### src/rtl/io_display_timer.sv
// IO-bus peripheral: synchronized switches, 8-digit multiplexed hex display with
// decimal points, and a free-running millisecond timer with an atomic high-byte shadow.
module io_display_timer #(
    parameter int REFRESH_DIV    = 1024,
    parameter int TIMER_PRESCALE = 5000
) (
    input  logic       i_oszClk,
    input  logic       i_resetn,
    input  logic       i_ioNCE,
    input  logic [7:0] i_ioAddress,
    input  logic       i_ioNOE,
    input  logic       i_ioNWE,
    input  logic [7:0] i_bus,
    output logic [7:0] o_bus,
    output logic       o_busNOE,
    input  logic [7:0] i_switches,
    output logic [7:0] o_cathodes,
    output logic [7:0] o_anodes
);
    localparam int RW = (REFRESH_DIV > 1) ? $clog2(REFRESH_DIV) : 1;
    localparam int PW = (TIMER_PRESCALE > 1) ? $clog2(TIMER_PRESCALE) : 1;
    localparam logic [RW-1:0] REFRESH_LAST = RW'(REFRESH_DIV - 1);
    localparam logic [PW-1:0] PRESC_LAST   = PW'(TIMER_PRESCALE - 1);

    logic [7:0]    sw_meta_reg, sw_sync_reg;
    logic          nwe_prev_reg, read_prev_reg;
    logic [7:0]    disp_buf_reg [4];
    logic [7:0]    dp_mask_reg;
    logic [15:0]   timer_reg;
    logic [PW-1:0] presc_reg;
    logic [7:0]    shadow_reg;
    logic [RW-1:0] refresh_reg;
    logic [2:0]    scan_reg;
    logic [7:0]    anodes_reg, cathodes_reg;

    logic       hit, read_active, read_start, write_commit;
    logic [7:0] read_data;
    logic [3:0] buf_we;
    logic [3:0] digit_nib;
    logic [7:0] digit_byte;

    function automatic logic [6:0] hex7(input logic [3:0] n);
        case (n)
            4'h0: hex7 = 7'h40;  4'h1: hex7 = 7'h79;  4'h2: hex7 = 7'h24;  4'h3: hex7 = 7'h30;
            4'h4: hex7 = 7'h19;  4'h5: hex7 = 7'h12;  4'h6: hex7 = 7'h02;  4'h7: hex7 = 7'h78;
            4'h8: hex7 = 7'h00;  4'h9: hex7 = 7'h10;  4'hA: hex7 = 7'h08;  4'hB: hex7 = 7'h03;
            4'hC: hex7 = 7'h46;  4'hD: hex7 = 7'h21;  4'hE: hex7 = 7'h06;  default: hex7 = 7'h0E;
        endcase
    endfunction

    always_comb begin
        hit       = 1'b1;
        read_data = 8'h00;
        case (i_ioAddress)
            8'h01:                    read_data = sw_sync_reg;
            8'h10, 8'h11, 8'h12, 8'h13: read_data = disp_buf_reg[i_ioAddress[1:0]];
            8'h14:                    read_data = dp_mask_reg;
            8'h20:                    read_data = timer_reg[7:0];
            8'h21:                    read_data = shadow_reg;
            default:                  hit = 1'b0;
        endcase
    end

    assign read_active  = ~i_ioNCE & ~i_ioNOE;
    assign read_start   = read_active & ~read_prev_reg;
    // Edge-detect on NWE so a long write strobe commits only once.
    assign write_commit = ~i_ioNCE & ~i_ioNWE & nwe_prev_reg;
    assign o_busNOE     = i_ioNCE | i_ioNOE | ~hit;
    assign o_bus        = o_busNOE ? 8'h00 : read_data;

    genvar gi;
    generate
        for (gi = 0; gi < 4; gi++) begin : g_buf_we
            assign buf_we[gi] = write_commit && (i_ioAddress == 8'(8'h10 + gi));
        end
    endgenerate

    always_ff @(posedge i_oszClk or negedge i_resetn) begin
        if (!i_resetn) begin
            sw_meta_reg   <= 8'h00;
            sw_sync_reg   <= 8'h00;
            nwe_prev_reg  <= 1'b1;
            read_prev_reg <= 1'b0;
            dp_mask_reg   <= 8'h00;
            shadow_reg    <= 8'h00;
            for (int i = 0; i < 4; i++) disp_buf_reg[i] <= 8'h00;
        end else begin
            sw_meta_reg   <= i_switches;
            sw_sync_reg   <= sw_meta_reg;
            nwe_prev_reg  <= i_ioNCE | i_ioNWE;
            read_prev_reg <= read_active;
            for (int i = 0; i < 4; i++) begin
                if (buf_we[i]) disp_buf_reg[i] <= i_bus;
            end
            if (write_commit && i_ioAddress == 8'h14) dp_mask_reg <= i_bus;
            if (read_start && i_ioAddress == 8'h20) shadow_reg <= timer_reg[15:8];
        end
    end

    // A clear takes priority over a simultaneous prescaler wrap.
    always_ff @(posedge i_oszClk or negedge i_resetn) begin
        if (!i_resetn) begin
            timer_reg <= 16'h0000;
            presc_reg <= '0;
        end else if (write_commit && i_ioAddress == 8'h20) begin
            timer_reg <= 16'h0000;
            presc_reg <= '0;
        end else if (presc_reg == PRESC_LAST) begin
            timer_reg <= timer_reg + 16'd1;
            presc_reg <= '0;
        end else begin
            presc_reg <= presc_reg + 1'b1;
        end
    end

    assign digit_byte = disp_buf_reg[scan_reg[2:1]];
    assign digit_nib  = scan_reg[0] ? digit_byte[7:4] : digit_byte[3:0];

    always_ff @(posedge i_oszClk or negedge i_resetn) begin
        if (!i_resetn) begin
            refresh_reg  <= '0;
            scan_reg     <= 3'd0;
            anodes_reg   <= 8'hFF;
            cathodes_reg <= 8'hFF;
        end else begin
            if (refresh_reg == REFRESH_LAST) begin
                refresh_reg <= '0;
                scan_reg    <= scan_reg + 3'd1;
            end else begin
                refresh_reg <= refresh_reg + 1'b1;
            end
            anodes_reg   <= ~(8'd1 << scan_reg);
            cathodes_reg <= {~dp_mask_reg[scan_reg], hex7(digit_nib)};
        end
    end

    assign o_anodes   = anodes_reg;
    assign o_cathodes = cathodes_reg;
endmodule
### config.mk
export PLATFORM = sky130hd
export DESIGN_NAME = io_display_timer
export DESIGN_NICKNAME = d
export VERILOG_FILES = /design/src/rtl/io_display_timer.sv
export SDC_FILE = /design/constraint.sdc
export NUM_CORES = 1
export LEC_CHECK = 0
export BUFFER_PORTS_ARGS = -buffer_cell sky130_fd_sc_hd__buf_4
export CAP_MARGIN = 10
export CORE_MARGIN = 2
export CORE_UTILIZATION = 30
export DETAILED_ROUTE_END_ITERATION = 10
export GPL_TIMING_DRIVEN = 0
export RECOVER_POWER = 50
export REMOVE_ABC_BUFFERS = 1
export SYNTH_ARGS = -nofsm -noshare
export SYNTH_HDL_FRONTEND = slang
export SYNTH_SLANG_ARGS = --single-unit
### constraint.sdc
create_clock -name i_oszClk -period 3.2 [get_ports i_oszClk]
set_input_delay 0.64 -clock i_oszClk [delete_from_list [all_inputs] [get_ports i_oszClk]]
set_output_delay 0.64 -clock i_oszClk [all_outputs]
set_load 0.1 [all_outputs]
=== Word level (Yosys, flattened, before mapping) ===
Memories as Yosys holds them, arrays and structs flattened. A register that Yosys moved wholly into a read port is not among the register bits.
Index checks and enable logic that the tools add are counted.

* Add/sub/neg operators: 4
* Order comparisons: 3
* Eq/ne operators: 10
* Shifts and indexed selects: 1
* Muxes and demuxes: 17
* Bitwise logic cells: 16
* Reductions and logical operators: 11

{| class="wikitable"
|+ Operators by type and width
! operator !! count
|-
| 8-bit by 5-bit == test with 1-bit output, second input constant || 5
|-
| 8-bit 2-to-1 mux || 5
|-
| 8-bit one-hot mux with 5 select lines || 1
|-
| 8-bit binary-select mux with 2-bit select || 2
|-
| 16-bit 2-to-1 mux || 2
|-
| 13-bit 2-to-1 mux || 2
|-
| 16-bit by 1-bit adder with 16-bit output, second input constant || 1
|-
| 8-bit by 6-bit == test with 1-bit output, second input constant || 2
|-
| 13-bit by 1-bit adder with 13-bit output, second input constant || 1
|-
| 13-bit == test, second input constant || 1
|-
| 10-bit by 1-bit adder with 10-bit output, second input constant || 1
|-
| 10-bit == test, second input constant || 1
|-
| 10-bit 2-to-1 mux || 1
|-
| 8-bit by 1-bit == test with 1-bit output, second input constant || 1
|-
| 8-bit inverter || 1
|-
| 8-bit OR reduction || 1
|-
| 1-bit by 3-bit << shifter with 8-bit output, first input constant || 1
|-
| 1-bit logical AND || 7
|-
| 3-bit greater-or-equal comparator, second input constant || 2
|-
| 1-bit inverter || 6
|-
| 2-bit inverter with 3-bit output || 2
|-
| 1-bit AND || 4
|-
| 3-bit by 4-bit < comparator with 1-bit output, second input constant || 1
|-
| 4-bit 2-to-1 mux || 1
|-
| other kinds (7) || 10
|}

* Flip-flop bits (word level): 124
* Bits in read-only memories: 112
* Output and inout port bits: 25
* Word-level logic and storage cells: 79
* Memories kept: 1

{| class="wikitable"
|+ Memory list
! name !! words !! bits a word !! read ports !! clocked after memory_dff !! wr ports !! line !! text
|-
| (no name shown) || 16 || 7 || 1 || 1 || 0 || 43 || <nowiki>case (n)</nowiki>
|}

=== Logic depth before layout (Yosys ltp) ===
* Depth after elaboration: 6
* Gate-level depth with buffers: 9
* Depth with buffers taken out: 8

=== Worst setup path before layout ===
No wires, ideal clock.

* Path type: input-to-output
* From: input i_ioAddress[5]
* To: output o_bus[2]
* Arrival: 3.457 ns
* Required time: 2.560 ns
* Slack: -0.897 ns
* Stages: 6
* Buffers on the path: 2
* Cell sequence: clkbuf_1 nor4b_1 nor3b_1 buf_2 a32oi_1 a31oi_1

* Longest elaborated chain between the ends: 6
* Elaborated cells between the ends (all ways): 15
* Classes of those cells: eq/ne: 8; mux: 3; bitwise: 2; reduce/logical: 2

{| class="wikitable"
|+ Ends and longest elaborated chain
! what !! line !! text
|-
| start, declared || 10 || <nowiki>input logic [7:0] i_ioAddress,</nowiki>
|-
| 8-bit by 5-bit == test with 1-bit output, or another cell as far along || 54 || <nowiki>case (i_ioAddress)</nowiki>
|-
| 8-bit OR reduction (no line) || - ||
|-
| 1-bit 2-to-1 mux || 54 ||
|-
| 1-bit inverter || 68 || <nowiki>assign o_busNOE = i_ioNCE | i_ioNOE | ~hit;</nowiki>
|-
| 1-bit bitwise OR || 68 ||
|-
| 8-bit 2-to-1 mux * || 69 || <nowiki>assign o_bus = o_busNOE ? 8'h00 : read_data;</nowiki>
|-
| end, declared || 14 || <nowiki>output logic [7:0] o_bus,</nowiki>
|}

Every way passes the cells marked *; elsewhere a longest branch is shown, timed or not.

=== Worst setup path in the final report ===
* From: input i_ioAddress[4]
* To: output o_bus[3]

The elaborated chain is that of the path after synthesis.

==> reports/results.tsv <==
metric	value	unit
Clock transition at path regs	0.05	ns
Worst-Margin Slew	1.387	ns
hold path depth	0	
Tot Pwr	3.878	mW
Core ar.	0.01946	mm²
Initial Utilization	30.50	%
design area	0.007188	mm²
register cell area after layout	0.003124	mm²
final setup vio count	0	
sequential fraction of design power	44.3	%
# rows	51	
routability cong.	0.8238	
vias per cell	5.037	
Yosys top cell by area	dfrtp_1	
Setup TNS Final	0	ns
CTS Root Cell	clkbuf_16	
total die area	0.02093	mm²
ys async rst share	100.0	%
fill count	1900	
Clock Skews	0.01016	ns
# clock sinks	124	
Setup CP Type	in -> out	
FMAX	322.2	MHz
most common cell after layout, fill and taps aside	dfrtp_1	
Netlist cell types	51	
Seq/Total Area, Yosys	52.63	%
Buf+Inv Stages, Crit Path	2	
worst reg-to-reg path cell count	4	
Final Routed Wirelength	13370	µm
CTS tree	done	
Inst Count DP	774	
crit start category	primary input	
initial drt markers	254	
Worst path slowest cell	nor3_1	
Layout area overhead	21.10	%
Routed Antenna Nets	0	
I/O Pins	54	
Diodes inserted	0	
worst skew pair latency	0.42	ns
First-pass DRT Iterations	4	
Num CTS Buffers	17	
clock buffer depth	2	
Synth Instances	477	
Final Hold Violating Endpoints	0	
Internal	2.920	mW
port bufs	53	
Final nets	574	
post-route DRC violation count	0	
PwrDens	539.5	mW/mm²
CP max stage delay	0.51	ns
Synth warnings	0	
initial antenna violation count	0	
worst rel slew slack	7.553	%
Tmin final	3.104	ns
Post-synth EDFFs	0	
Max-Cap Viols	0	
Min-Delay Path Class	reg -> reg	
placed inst area	0.006605	mm²
Sw Ratio	24.70	%
area taken by multi-input logic gates	0.002680	mm²
combinational share of power	8.5	%
WP data required	2.56	ns
crit path cell chain	buf_4 -> nor3_1 -> and2_1 -> a32oi_1 -> a31oi_1 -> buf_4	
Clk pwr share	47.2	%
total track usage	13.65	%
unrepaired setup endpoints after global routing	false	
H-tree depth	4	
Yosys reg bits	124	
HPWL after DPL	9391	µm
Slew Viols, Final	0	
Via Count	4060	
top cell type's share of synthesized area	45.11	%
ranking of synthesized cells by area	dfrtp_1 (45%), mux2_2 (11%), dfstp_2 (7.5%)	
CP delay by family, top	simple AND/OR/NAND/NOR gates	
post-synthesis average cell area	12.44	µm²
most frequent cells in the layout	dfrtp_1 (107), mux2_2 (58), buf_4 (44)	
Pleak	3.245	nW
stages on the worst setup path	6	
synthesized area	0.005936	mm²
sw power	957.8	µW
max FFs per register	32	
vias in the first global route	4174	
ys flop type	dfrtp_1	
status	completed	
Crit Path Max Fanout	8	
pin count of the biggest net entering global routing	69	
die width	144.7	µm
Die H	144.7	µm
global route overflow	0	
CTS Hold Buffers Added	0	
Finished Layout Cells	806	
period utilisation layout	97.00	%
most frequent CP cell	buf_4	
Worst Setup End Kind	output port	
first-pass GRT wire length	21710	µm
Avg WL per Cell	16.59	µm
peak supply drop	351.0	µV
layout cells sized above 1	34.20	%
Critical Path AT	2.46	ns
[worst reg2reg max path, delay by kind of cell, from the launching register on]
family / cells / cell delay [ns]
DFF: 1 / 0.87
muxes: 2 / 1.45
xor gates and xnor gates: 1 / 0.16
AOI/OAI and AO/OA: 1 / 0.28
[power groups by stage]
stage,logic (mW),clock network (mW),registers [mW]
global route,0.368,1.96,1.73
floorplan,0.182,0,1.75
finish,0.328,1.83,1.72
global placement,0.317,0,1.74
detailed placement,0.335,0,1.74
CTS,0.338,1.88,1.72
[synth_stat cells (all sizes together), types with 10 or more instances]
cell	count
clkbuf	15
ha	16
nand3	12
mux2i	10
or4	12
mux4	18
nand2	34
nor2	20
dfstp	17
dfrtp	107
mux2	58
o31ai	12
inv	16
a21oi	21
[layout make-up]
cell class	count	area share (%)
Timing Repair Buffer	56	5.988
Inverter	17	0.8877
Clock inverter	12	1.741
Clock buffer	19	6.023
Tap cell	265	4.613
Multi-Input combinational cell	313	37.28
Sequential cell	124	43.46
[routing by layer]
layer	global-route usage [%]	vias up	wire length, µm
met4	6.796	0	370
met5	0	-	0
met3	3.455	28	439
met1	17.06	2078	6028
met2	22.05	89	6530
li1	-	1865	-
[path summary, 6_finish.rpt]
kind                                startpoint              to  slack (ns)
worst min register to register  sw_meta_reg[2]  sw_sync_reg[2]        0.35
min in group asynchronous             i_resetn  sw_meta_reg[6]        0.53
worst max register to register     scan_reg[1]   o_cathodes[0]        0.36
worst min-delay path            sw_meta_reg[2]  sw_sync_reg[2]        0.35
max in group asynchronous             i_resetn  refresh_reg[8]        0.95
worst max-delay path            i_ioAddress[4]        o_bus[3]         0.1
[cell families after synthesis]
kind of cell	synth area share [%]
adders and majority gates	3.373
DFF	52.63
and+or+nand+nor	12.35
buffers and inverters	2.740
muxes	19.52
AOI/OAI and AO/OA	6.872
xor gates and xnor gates	2.509
[through the flow]
step / hold WS (ns) / setup slack [ns] / utilization (%)
after floorplan: 0.3312 / -0.9966 / -
after CTS: 0.1983 / 0.04803 / 37.03
final: 0.3459 / 0.09589 / 36.93
after detailed placement: 0.3347 / -0.5910 / 33.94
after global routing: 0.3280 / 0.02455 / 36.93
after global placement: 0.3333 / -0.5270 / 33.74
[repair_timing]
action / 4_1_cts / 5_1_grt
resized for setup: 4 / 2
buffers inserted: 1 / 0
setup endpoints to repair: 25 / 7
pin swaps: 0 / 0
(Power assumes the default switching activity.)
